--- config.mk ---
export PLATFORM = sky130hd
export DESIGN_NAME = game_sequencer
export DESIGN_NICKNAME = d
export VERILOG_FILES = /design/src/rtl/game_sequencer.sv
export SDC_FILE = /design/constraint.sdc
export NUM_CORES = 1
export LEC_CHECK = 0
export BUFFER_PORTS_ARGS = -buffer_cell sky130_fd_sc_hd__buf_2
export CORE_MARGIN = 2
export CORE_UTILIZATION = 30
export DETAILED_ROUTE_END_ITERATION = 6
export PLACE_DENSITY = 0.5
export SETUP_SLACK_MARGIN = 0.05
export SYNTH_ARGS = -nofsm -noshare
export SYNTH_HDL_FRONTEND = slang
export SYNTH_SLANG_ARGS = --single-unit
export TNS_END_PERCENT = 100
--- constraint.sdc ---
create_clock -name clk -period 3.2 [get_ports clk]
set_input_delay 0.16 -clock clk [delete_from_list [all_inputs] [get_ports clk]]
set_output_delay 0.16 -clock clk [all_outputs]
set_load 0.01 [all_outputs]
--- src/rtl/game_sequencer.sv ---
// game_sequencer -- phase controller for a whack-a-mole game.
//
// Phases: IDLE -> COUNTDOWN -> PLAYING -> OVER. A start pulse from any phase
// restarts the countdown. A millisecond prescaler and a millisecond counter
// produce a one-second tick while COUNTDOWN or PLAYING is active.
//
// Ports
//   clk          in   system clock, all state changes on the rising edge
//   reset        in   asynchronous active-high reset
//   start        in   one-cycle start/restart pulse (highest priority)
//   mole_hit     in   one-cycle pulse per successful hit
//   mole_missed  in   one-cycle pulse per mole expiring unhit
//   state        out  phase: 00 IDLE, 01 COUNTDOWN, 10 PLAYING, 11 OVER
//   spawn_enable out  high only while PLAYING (gates mole timer/randomiser)
//   point        out  registered one-cycle pulse per accepted hit
//   clear_score  out  one-cycle pulse zeroing the external score counter
//   seconds_left out  remaining seconds of the current phase
//   misses       out  misses counted in the current game

module game_sequencer #(
    parameter int CLKS_PER_MS = 50000,
    parameter int COUNTDOWN_S = 3,
    parameter int GAME_S      = 60,
    parameter int MAX_MISSES  = 5
) (
    input  logic       clk,
    input  logic       reset,
    input  logic       start,
    input  logic       mole_hit,
    input  logic       mole_missed,
    output logic [1:0] state,
    output logic       spawn_enable,
    output logic       point,
    output logic       clear_score,
    output logic [6:0] seconds_left,
    output logic [3:0] misses
);

    localparam logic [1:0] ST_IDLE      = 2'b00;
    localparam logic [1:0] ST_COUNTDOWN = 2'b01;
    localparam logic [1:0] ST_PLAYING   = 2'b10;
    localparam logic [1:0] ST_OVER      = 2'b11;

    localparam int              PW         = (CLKS_PER_MS > 1) ? $clog2(CLKS_PER_MS) : 1;
    localparam logic [PW-1:0]   PRESC_LAST = PW'(CLKS_PER_MS - 1);
    localparam logic [9:0]      MS_LAST    = 10'd999;
    localparam logic [6:0]      CD_INIT    = 7'(COUNTDOWN_S);
    localparam logic [6:0]      GAME_INIT  = 7'(GAME_S);
    localparam logic [3:0]      MISS_LIMIT = 4'(MAX_MISSES);

    logic [PW-1:0] presc;
    logic [9:0]    ms_count;
    logic          running;
    logic          sec_tick;

    logic [1:0]    state_n;
    logic [6:0]    secs_n;
    logic [3:0]    misses_n;
    logic [3:0]    miss_inc;
    logic          phase_entry;

    assign running      = (state == ST_COUNTDOWN) || (state == ST_PLAYING);
    assign sec_tick     = running && (presc == PRESC_LAST) && (ms_count == MS_LAST);
    assign spawn_enable = (state == ST_PLAYING);

    // Saturating increment of the miss counter.
    assign miss_inc = (misses == 4'hF) ? misses : misses + 4'd1;

    always_comb begin
        state_n  = state;
        secs_n   = seconds_left;
        misses_n = misses;
        if (start) begin
            state_n  = ST_COUNTDOWN;
            secs_n   = CD_INIT;
            misses_n = '0;
        end else begin
            case (state)
                ST_COUNTDOWN: begin
                    if (sec_tick) begin
                        if (seconds_left == 7'd1) begin
                            state_n = ST_PLAYING;
                            secs_n  = GAME_INIT;
                        end else begin
                            secs_n = seconds_left - 7'd1;
                        end
                    end
                end
                ST_PLAYING: begin
                    // A miss and the final tick in the same cycle both take
                    // effect; either one alone is enough to end the game.
                    if (mole_missed) begin
                        misses_n = miss_inc;
                        if (miss_inc == MISS_LIMIT) begin
                            state_n = ST_OVER;
                        end
                    end
                    if (sec_tick) begin
                        if (seconds_left == 7'd1) begin
                            secs_n  = '0;
                            state_n = ST_OVER;
                        end else begin
                            secs_n = seconds_left - 7'd1;
                        end
                    end
                end
                default: begin
                end
            endcase
        end
    end

    // A start pulse counts as an entry even when already in COUNTDOWN.
    assign phase_entry = start || (state_n != state);

    always_ff @(posedge clk or posedge reset) begin
        if (reset) begin
            state        <= ST_IDLE;
            seconds_left <= '0;
            misses       <= '0;
            point        <= 1'b0;
            clear_score  <= 1'b0;
        end else begin
            state        <= state_n;
            seconds_left <= secs_n;
            misses       <= misses_n;
            point        <= (state == ST_PLAYING) && mole_hit && !start;
            clear_score  <= start;
        end
    end

    always_ff @(posedge clk or posedge reset) begin
        if (reset) begin
            presc    <= '0;
            ms_count <= '0;
        end else if (phase_entry) begin
            presc    <= '0;
            ms_count <= '0;
        end else if (running) begin
            if (presc == PRESC_LAST) begin
                presc    <= '0;
                ms_count <= (ms_count == MS_LAST) ? '0 : ms_count + 10'd1;
            end else begin
                presc <= presc + PW'(1);
            end
        end
    end

endmodule
# Yosys cells after proc, flatten, opt, wreduce, memory -nomap -nowiden
# Cells that the tools add are included.
# W data, S select, Z words.
# totals
reg_bits,41
input_bits,5
out_inout_bits,16
# op_classes
n_addsub,4
n_eq_ne,10
mux,25
reduce_logical,15
# ops
operator,count
$mux W16,3
$mux W10,4
$mux W7,5
$add A16 B1 Y16 const B,1
$eq A16 B16 Y1 const B,1
$mux W4,4
$mux W2,7
$pmux W7 S2,1
$add A10 B1 Y10 const B,1
$eq A10 B10 Y1 const B,1
$reduce_bool A2 Y1,4
$eq A7 B1 Y1 const B,1
$sub A7 B1 Y7 const B,1
$add A4 B1 Y4 const B,1
$eq A4 B3 Y1 const B,1
$eq A4 B4 Y1 const B,1
$logic_and A1 B1 Y1,4
$pmux W2 S2,1
$reduce_and A2 Y1,2
$ne A3 B2 Y1 const B,1
$ne A3 B3 Y1 const B,1
$reduce_and A3 Y1,1
$reduce_bool A3 Y1,1
$eq A2 B1 Y1 const B,1
other kinds (4),5

# Depth between registers and ports, before layout
# Gate-level depths: netlist of the first run.
# depth
ltp_word,13
depth_mapped,9
ltp_nobuf,7

# Least setup slack after synthesis of the first run
# OpenSTA, ideal clock, no wires.
# synth_path
kind,register -> register
startpoint,register state[0]
endpoint,register seconds_left[0]
setup_time_ns,0.131
t_arrival_ns,2.326
slack_ns,0.743
stages_incl_launch_ff,8
period_less_slack_ns,2.457
cell_sequence,dfrtp_1 inv_1 ha_1 nand4b_1 or4_4 nor3b_2 nor2_1 or3_1
# synth_between
elab_chain_cells,6
word_cells_on_any_way,11
# synth_rtl
element,line_no,source
"start, declared",31,"output logic [1:0] state,"
"start signal, assigned",124,state <= state_n;
$eq A2 B1 Y1 or $eq A2 B2 Y1 (tied branches),"62, 78",
$logic_or A1 B1 Y1,62,assign running = (state == ST_COUNTDOWN) || (state == ST_PLAYING);
$logic_and A1 B1 Y1 (2 in series),63,assign sec_tick = running && (presc == PRESC_LAST) && (ms_count == MS_LAST);
$ne A3 B3 Y1 (no line) or $ne A3 B2 Y1 (tied branches),n/a,
$reduce_and A3 Y1 (no line),n/a,
"end signal, assigned",125,seconds_left <= secs_n;
"end, declared",35,"output logic [6:0] seconds_left,"
# Several ways; a longest one is shown, not always the timed one.
# A chain may end at the register's enable or synchronous reset.

# Worst setup path in the final report of the first run
# Same ends and word-level chain as after synthesis.

==> metrics.txt, run 1 <==
run status complete, but fails checks; failing checks hold timing; Avg Inst Size Synth slightly above 9 sq um; max-cap viol count 0; Comb pwr share 0.094; Worst-Skew Late Latency roughly 0.29 ns; yosys warns 0; initial core utilization 0.308; hpwl dp 3600 microns; H-tree levels 2; antenna cells 0; measured slew at the worst slew-check pin 0.613 ns; Final ANT Viol Nets 0; Min-Delay Path Class in -> async; EDFF count, synth 0; worst vdd ir around 0.16 mV; critical path capture point type flop; core area 7690 sq um; I/O pin total 21; area share of xor/xnor cells in the synthesized design 0.0666; nets between 200 and 300; Cell Pwr Density 380 nW/um^2; share of layout cells above drive strength 1 0.144; Sw Ratio 0.261; Synth Area in Adders 0.0370; number of buffers created by CTS 5; routed len/inst roughly 14 microns; main combinational cell family by area after synthesis simple AND/OR/NAND/NOR gates; CTS clk-pin slew, worst paths ~0.08 ns; Placed Instances between 300 and 400; syn nets 270; die area approximately 8600 sq um; initial antenna violation count 0; # setup viols final 0; post-CTS resize count 0; period utilisation layout 0.909; IO Port Bufs 20; final hold vios 29; number of remaining DRC errors 0; clk buf depth 2; Die Height a little over 90 microns; clock skew 0.00718 ns; hold slack -0.0162 ns; Cell Rows 32; clock tree sinks 41; Synth async-reset ratio 1.00; DR pass1 iterations 4; post-synthesis register bit count 41; CTS tree yes; Layout area overhead 14.2%; vias in the first global route slightly below 2000; Non-Filler Instances a little under 400; DR vias just under 2000; Hold Buf Count CTS 0; Max Freq 344 MHz; Fillers around 810; cell-internal power between 0.7 and 0.8 mW; Post-CTS Setup Inserts 0; simple-gate portion of the synthesized area 0.295; Compound-Gate Fraction of Synth Area 0.124; final slew viol count 0; Clock power frac 0.374; Reg power frac 0.532; Switch Pwr ~0.27 mW; overall routing resource usage 0.133; setup_tns 0 ns; min cycle time layout ~2.9 ns; root buf cell clkbuf_8; final wirelength roughly 5300 microns; Worst Path Required between 3 and 4 ns; netlist area before placement around 2400 sq um; first-pass GRT wire length slightly above 9000 microns; gr ovfl total 0; kind of critical path reg -> reg; post-synthesis mux area share 0.0127; drt via density roughly 5.1; First DRT Iteration DRCs 105; leak pwr roughly 1.1 nW; Critical Path Source Type flop; Final Wtd Congestion 0.782; Die Width 92.9 microns; largest net degree at the start of global routing 42; RSZ-0062 raised after global routing no; critical path peak fanout 12; post-synthesis cell type count between 40 and 50; Top FF cell, synth dfrtp_1; crit path DAT around 3.1 ns; post-synthesis sequential area ratio 0.433; Syn Inst Count around 260; Rel. slew slack 0.590
[cell usage after synthesis (5+ instances only)]
library cell | instances | area share
nor2_1 | 34 | 0.054
xor2_1 | 6 | 0.022
o21ai_0 | 11 | 0.023
clkbuf_1 | 5 | 0.0079
nand2_1 | 20 | 0.032
ha_1 | 7 | 0.037
dfrtp_1 | 41 | 0.43
nand4_1 | 7 | 0.018
nand3b_1 | 5 | 0.016
xnor2_1 | 12 | 0.044
a21oi_1 | 12 | 0.025
or3_1 | 5 | 0.013
inv_1 | 12 | 0.019
nand3_1 | 10 | 0.021
nor3_1 | 13 | 0.027
[sequential cells by signal, indices dropped and copies added (netlist names)]
name / flops
clear_score: 1
misses: 4
ms_count: 10
point: 1
presc: 16
seconds_left: 7
state: 2
[critical path, cell delays in order (launching register included)]
cell and delay, ns:
dfrtp_1 0.44, inv_1 0.08, ha_1 0.43, nand4b_1 0.33
or4_4 0.63, nor3b_2 0.46, nor2_1 0.07, or3_1 0.35
[metal layers]
| layer | global-route usage | vias to the layer above | wire length [microns] |
|---|---|---|---|
| li1 | - | 988 | - |
| met1 | 0.180 | 970 | 2620 |
| met2 | 0.217 | 23 | 2520 |
| met3 | 0.0269 | 4 | 109 |
| met4 | 0.0355 | 0 | 46 |
| met5 | 0 | - | 0 |
[per-stage QoR]
stage	total power, mW	area [sq um]	setup slack, ns	util
detailed placement	0.654	2600	0.303	0.339
global placement	0.656	2600	0.381	0.339
floorplan	0.622	2370	0.743	-
global route	1.08	2710	0.115	0.352
CTS	1.04	2710	0.275	0.352
finish	1.03	2710	0.293	0.352
[final cells by class]
type | instances | area [sq um] | share of cell area
clock inverter | 1 | 5.00 | 0.00185
clock buffer | 7 | 96.3 | 0.0356
sequential | 41 | 1030 | 0.379
tap | 102 | 128 | 0.0472
inverter | 12 | 45.0 | 0.0167
multi-input combinational | 199 | 1270 | 0.469
timing repair buffer | 25 | 138 | 0.0509
[final timing paths]
kind                                                  start                           to  slack, ns  depth (start not counted)
min in group clk                                   mole_hit              point$_DFF_PP0_       0.11                          2
worst max-delay path                     state[0]$_DFF_PP0_  seconds_left[0]$_DFFE_PP0P_       0.29                          7
worst max register to register           state[0]$_DFF_PP0_  seconds_left[0]$_DFFE_PP0P_       0.29                          7
worst min-delay path                                  reset      ms_count[2]$_DFFE_PP0P_      -0.02                          3
worst min register to register  seconds_left[5]$_DFFE_PP0P_  seconds_left[5]$_DFFE_PP0P_       0.55                          1
max in group asynchronous                             reset        misses[1]$_DFFE_PP0P_       2.84                          3
[logic make-up after synthesis]
| kind of cell | count (synthesis) |
|---|---|
| buffers and inverters | 18 |
| adders and majority gates | 7 |
| muxes | 3 |
| xor gates and xnor gates | 18 |
| AOI/OAI and AO/OA | 46 |
| and+or+nand+nor | 125 |
| DFF | 41 |
[placed cells by master (no fill, tap or decap), types with 3 or more instances in the layout]
cell      synthesis  routed
xor2_1            6       6
nand4b_1          4       4
o21ai_0          11      11
inv_1            12      11
clkbuf_8          0       7
or3_1             5       5
a211oi_1          3       3
nand2_1          20      20
nand3_1          10      10
nor3_1           13      13
ha_1              7       7
a31oi_1           4       4
nand4_1           7       7
mux2i_1           3       3
o211ai_1          3       3
or4_1             4       4
nand3b_1          5       5
nor4_1            3       3
nor2_1           34      34
buf_2             0      20
dfrtp_1          41      41
xnor2_1          12      12
a21oi_1          12      12
buf_4             0       5
[power groups by stage]
stage	Combinational, mW	Sequential (mW)	Clock (mW)
final	0.0968	0.546	0.384
after detailed placement	0.0983	0.556	0
after global placement	0.100	0.556	0
after global routing	0.111	0.549	0.417
after floorplan	0.0682	0.554	0
after CTS	0.0997	0.546	0.395
Power figures use the tool's default switching activity.
==> run 2: changes to the inputs <==
Clock period 3.2 ns to 3.5 ns, I/O delays scaled along.
==> run 2 against run 1 <==
  * The flow still finishes with violations (hold timing)
  * Count of clock-buffer cells in the layout increased by 1
  * Cell count unchanged
  * Sequential cell count did not move
  * Hold slack gained 0.0083 ns
  * Largest power group unchanged
  * Highest routed layer unchanged
==> metrics.txt, run 2 (synthesized netlist as in run 1, its figures left out) <==
I/O pin total 21; Layout area overhead 13.3%; setup_tns 0 ns; max-cap viol count 0; crit-path cells inv_1 > ha_1 > nand4b_1 > nor4_4 > and3_1 > o211ai_1 > o31ai_1; die area roughly 8600 sq um; hold slack -0.00784 ns; number of remaining DRC errors 0; Final Wtd Congestion between 0.7 and 0.8; Die Height 92.9 microns; hpwl dp 3630 microns; largest net degree at the start of global routing 42; Largest register FFs 16; period utilisation layout 0.836; crit path DAT approximately 3.1 ns; overall routing resource usage 0.128; IO Port Bufs 20; worst r2r src state[0]$_DFF_PP0_; root buf cell clkbuf_8; most frequent cells in the layout dfrtp_1, nor2_1, nand2_1, buf_2, nor3_1; antenna cells 0; run status complete, but fails checks; DR vias just under 2000; measured slew at the worst slew-check pin between 1 and 1.5 ns; Die Width just over 90 microns; kind of critical path reg -> reg; Critical Path Source Type flop; Hold Buf Count CTS 0; Post-CTS Setup Inserts 0; Critical Path Source state[0]$_DFF_PP0_; worst reg-to-reg path cell count 7; RSZ-0062 raised after global routing no; Cell Rows 32; slowest stage delay, CP about 0.5 ns; crit path to presc[1]$_DFFE_PP0P_; failing checks hold timing; initial antenna violation count 0; reg-to-reg endpoint presc[1]$_DFFE_PP0P_; initial core utilization 0.308; Final ANT Viol Nets 0; leak pwr about 1.1 nW; commonest non-fill, non-tap cell in the layout dfrtp_1; min cycle time layout slightly below 3 ns; number of buffers created by CTS 5; final hold vios 9; critical path peak fanout 12; Final Cell Area about 2700 sq um; worst vdd ir roughly 0.13 mV; DR pass1 iterations 4; core area 7690 sq um; CTS tree yes; nets approximately 300; gr ovfl total 0; Cell Pwr Density approximately 330 nW/um^2; share of layout cells above drive strength 1 0.133; critical path capture point type flop; drt via density slightly above 5; post-CTS resize count 0; Area after DPL 2600 sq um; clock tree sinks 41; R2R Setup Slk roughly 0.57 ns; Fillers 802; first-pass GRT wire length between 9000 and 10000 microns; final wirelength between 5000 and 6000 microns; Min-Delay Path Class in -> async; largest registers presc: 16 flops, ms_count: 10 flops, seconds_left: 7 flops; largest reg by FF count presc; clk buf depth 2; CTS clk-pin slew, worst paths roughly 0.080 ns; First DRT Iteration DRCs between 80 and 90; H-tree levels 2; Worst Path Required 3.69 ns; routed len/inst approximately 14 microns; # setup viols final 0; Rel. slew slack 0.327; vias in the first global route roughly 1900; final slew viol count 0; Max Freq around 340 MHz; Worst-Skew Late Latency between 0.2 and 0.3 ns; clock skew 0.00667 ns; Slowest cell on crit path nor4_4
-- run 2: changes by cell type in the layout (fill, tap and decap cells not counted) --
| cell | before | now |
|---|---|---|
| clkinv_2 | 1 | 0 |
| clkbuf_8 | 7 | 5 |
| clkbuf_1 | 0 | 3 |
-- run 2: report_power, final --
group          internal, mW  switching (mW)  leakage, nW
logic                0.0290          0.0590        0.495
registers             0.485          0.0148        0.554
clock network         0.142           0.164       0.0395
-- run 2: how the worst min path moves through the flow --
stage / start / end / slack [ns] / cells past startpoint
final: reset / ms_count[3]$_DFFE_PP0P_ / -0.008 / 3
after floorplan: start / clear_score$_DFF_PP0_ / 0.21 / 0
after CTS: reset / seconds_left[3]$_DFFE_PP0P_ / 0.03 / 3
after global routing: reset / ms_count[2]$_DFFE_PP0P_ / 0.05 / 3
after detailed placement: reset / ms_count[0]$_DFFE_PP0P_ / 0.35 / 3
after global placement: reset / ms_count[2]$_DFFE_PP0P_ / 0.35 / 3
-- run 2: area by class of cell --
class / count / area (sq um) / area share
clock buffer: 8 / 80.1 / 0.0298
tap: 102 / 128 / 0.0476
multi-input combinational: 199 / 1270 / 0.472
inverter: 12 / 45.0 / 0.0168
sequential: 41 / 1030 / 0.382
timing repair buffer: 25 / 138 / 0.0513
-- run 2: critical path: cells and delay by family (launching register included) --
kind | cells | cell delay, ns
AO/OA/AOI/OAI | 2 | 0.76
buffers and inverters | 1 | 0.09
flip-flops | 1 | 0.44
AND/OR/NAND/NOR | 3 | 1.09
adder cells (fa/ha/maj) | 1 | 0.44
-- run 2: metrics by stage --
| step | total power [mW] | setup WS (ns) | utilization | std cells |
|---|---|---|---|---|
| final | 0.894 | 0.572 | 0.349 | 387 |
| after global routing | 0.937 | 0.276 | 0.349 | 387 |
| after CTS | 0.905 | 0.533 | 0.349 | 387 |
| after detailed placement | 0.598 | 0.556 | 0.339 | 379 |
| after global placement | 0.598 | 0.700 | 0.339 | 379 |
| after floorplan | 0.569 | 1.04 | - | 258 |
-- run 2: per-layer routing --
metal / routed length [microns] / GRT usage / vias to the layer above
met5: 0 / 0 / -
met4: 29 / 0.0294 / 0
met3: 117 / 0.0269 / 2
met2: 2540 / 0.206 / 17
met1: 2600 / 0.177 / 955
li1: - / - / 983
==> run 3: changes to the inputs <==
Clock period 3.5 ns to 2.7 ns, I/O delays scaled along.
==> run 3 against run 2 <==
  * The run now ends clean
  * Highest routed layer unchanged
  * Critical path type unchanged
  * Non-clock buffer count rose by 7
  * Wire length hardly changed
  * Via count grew 0.46%
  * Fmax increased by 15%
  * First-iteration DRC count down 16%
  * Core utilization increased by 0.99 points
  * Cell area increased by 2.8%
  * Combinational power is 47% higher
  * Critical path depth shrank 1
  * Largest cell class unchanged
  * Setup slack lost 0.42 ns
  * Count of clock-buffer cells in the layout is 1 lower
  * Sequential power increased by 29%
  * Largest power group unchanged
==> metrics.txt, run 3 (synthesized netlist as in run 1, its figures left out) <==
DR vias slightly below 2000; number of remaining DRC errors 0; hpwl dp 3750 microns; Worst-Skew Late Latency roughly 0.3 ns; min cycle time layout approximately 2.6 ns; CTS clk-pin slew, worst paths 0.08 ns; largest registers presc: 16 flops, ms_count: 10 flops, seconds_left: 7 flops; Die Height ~93 microns; worst vdd ir about 0.22 mV; # setup viols final 0; leak pwr 1.14 nW; Layout area overhead 16.5%; Critical Path Source Type flop; Slowest cell on crit path or4_4; critical path peak fanout 12; Multi-input gate area 1270 sq um; I/O pin total 21; Area after DPL roughly 2600 sq um; utilization after layout 0.359; slowest stage delay, CP 0.65 ns; share of layout cells above drive strength 1 0.161; vias in the first global route between 1500 and 2000; RSZ-0062 raised after global routing no; final slew viol count 0; nets just over 300; Final Wtd Congestion 0.782; number of buffers created by CTS 5; final hold vios 0; clock tree sinks 41; overall routing resource usage 0.133; clock skew ~0.012 ns; IO Port Bufs 20; Min-Delay Path Class in -> reg; run status finished clean; Cell Pwr Density 445 nW/um^2; initial core utilization 0.308; period utilisation layout 0.945; clk buf depth 2; final wirelength 5290 microns; commonest non-fill, non-tap cell in the layout dfrtp_1; drt via density ~5.0; setup_tns 0 ns; antenna cells 0; worst setup margin ~0.15 ns; kind of critical path reg -> reg; Post-CTS Setup Inserts 0; measured slew at the worst slew-check pin a little under 1 ns; initial antenna violation count 0; largest net degree at the start of global routing 27; critical path capture point type flop; FF+latch area 1030 sq um; die area roughly 8600 sq um; largest reg by FF count presc; Worst Path Required slightly below 3 ns; First DRT Iteration DRCs 74; R2R Setup Slk 0.15 ns; DR pass1 iterations 4; Cell Rows 32; CTS tree yes; Fillers 812; gr ovfl total 0; crit-path cells or4b_4 > or4_4 > nor3b_2 > buf_4 > a21oi_1 > a211oi_1; routed len/inst between 10 and 15 microns; Final Cell Area about 2800 sq um; Final ANT Viol Nets 0; max-cap viol count 0; H-tree levels 2; Max Freq roughly 390 MHz; root buf cell clkbuf_8; Die Width 92.9 microns; Largest register FFs 16; crit path DAT between 2 and 3 ns; first-pass GRT wire length about 9400 microns; Rel. slew slack 0.351; most frequent cells in the layout dfrtp_1, nor2_1, nand2_1, buf_2, nor3_1; core area ~7700 sq um; dpl ws about 0.15 ns
[run 3: path summary, 6_finish.rpt]
path | to | depth (start not counted) | start
hold reg to reg | ms_count[1]$_DFFE_PP0P_ | 2 | ms_count[1]$_DFFE_PP0P_
hold / removal | point$_DFF_PP0_ | 2 | mole_hit
min in group asynchronous | presc[8]$_DFFE_PP0P_ | 3 | reset
setup reg to reg | seconds_left[3]$_DFFE_PP0P_ | 6 | presc[11]$_DFFE_PP0P_
setup / recovery | seconds_left[3]$_DFFE_PP0P_ | 6 | presc[11]$_DFFE_PP0P_
max in group asynchronous | seconds_left[5]$_DFFE_PP0P_ | 4 | reset
[run 3: timing repair]
| item | 4_1_cts | 5_1_grt |
|---|---|---|
| hold endpoints to repair | 25 | 0 |
| gates resized for setup | 0 | 0 |
| hold buffers | 1 | 0 |
[run 3: final cells by class]
| cell class | instances | area share |
|---|---|---|
| Sequential cell | 41 | 0.372 |
| Timing Repair Buffer | 32 | 0.0698 |
| Clock inverter | 1 | 0.00181 |
| Multi-Input combinational cell | 199 | 0.459 |
| Inverter | 12 | 0.0163 |
| Tap cell | 102 | 0.0462 |
| Clock buffer | 7 | 0.0349 |
[run 3: metal layers]
metal,GRT usage,wire [microns],vias up
li1,-,-,1001
met1,0.186,2800,944
met2,0.209,2360,19
met3,0.0269,99,2
met4,0.0368,23,0
met5,0,0,-
[run 3: where the power goes]
part | internal, mW | switching, mW
Combinational | 0.0489 | 0.0801
Clock | 0.231 | 0.223
Sequential | 0.629 | 0.0150
[run 3: critical path: cells and delay by family (launching register included)]
family	cells	cell delay [ns]
AOI/OAI and AO/OA	2	0.27
buffers and inverters	1	0.18
DFF	1	0.43
and+or+nand+nor	3	1.57
[run 3: per-stage QoR]
stage | total power, mW | hold WS, ns | std cells
2_1_floorplan | 0.738 | 0.166 | 258
4_1_cts | 1.25 | 0.0735 | 394
5_1_grt | 1.29 | 0.0821 | 394
3_3_place_gp | 0.788 | 0.285 | 385
3_5_place_dp | 0.785 | 0.285 | 385
6_report | 1.23 | 0.0797 | 394
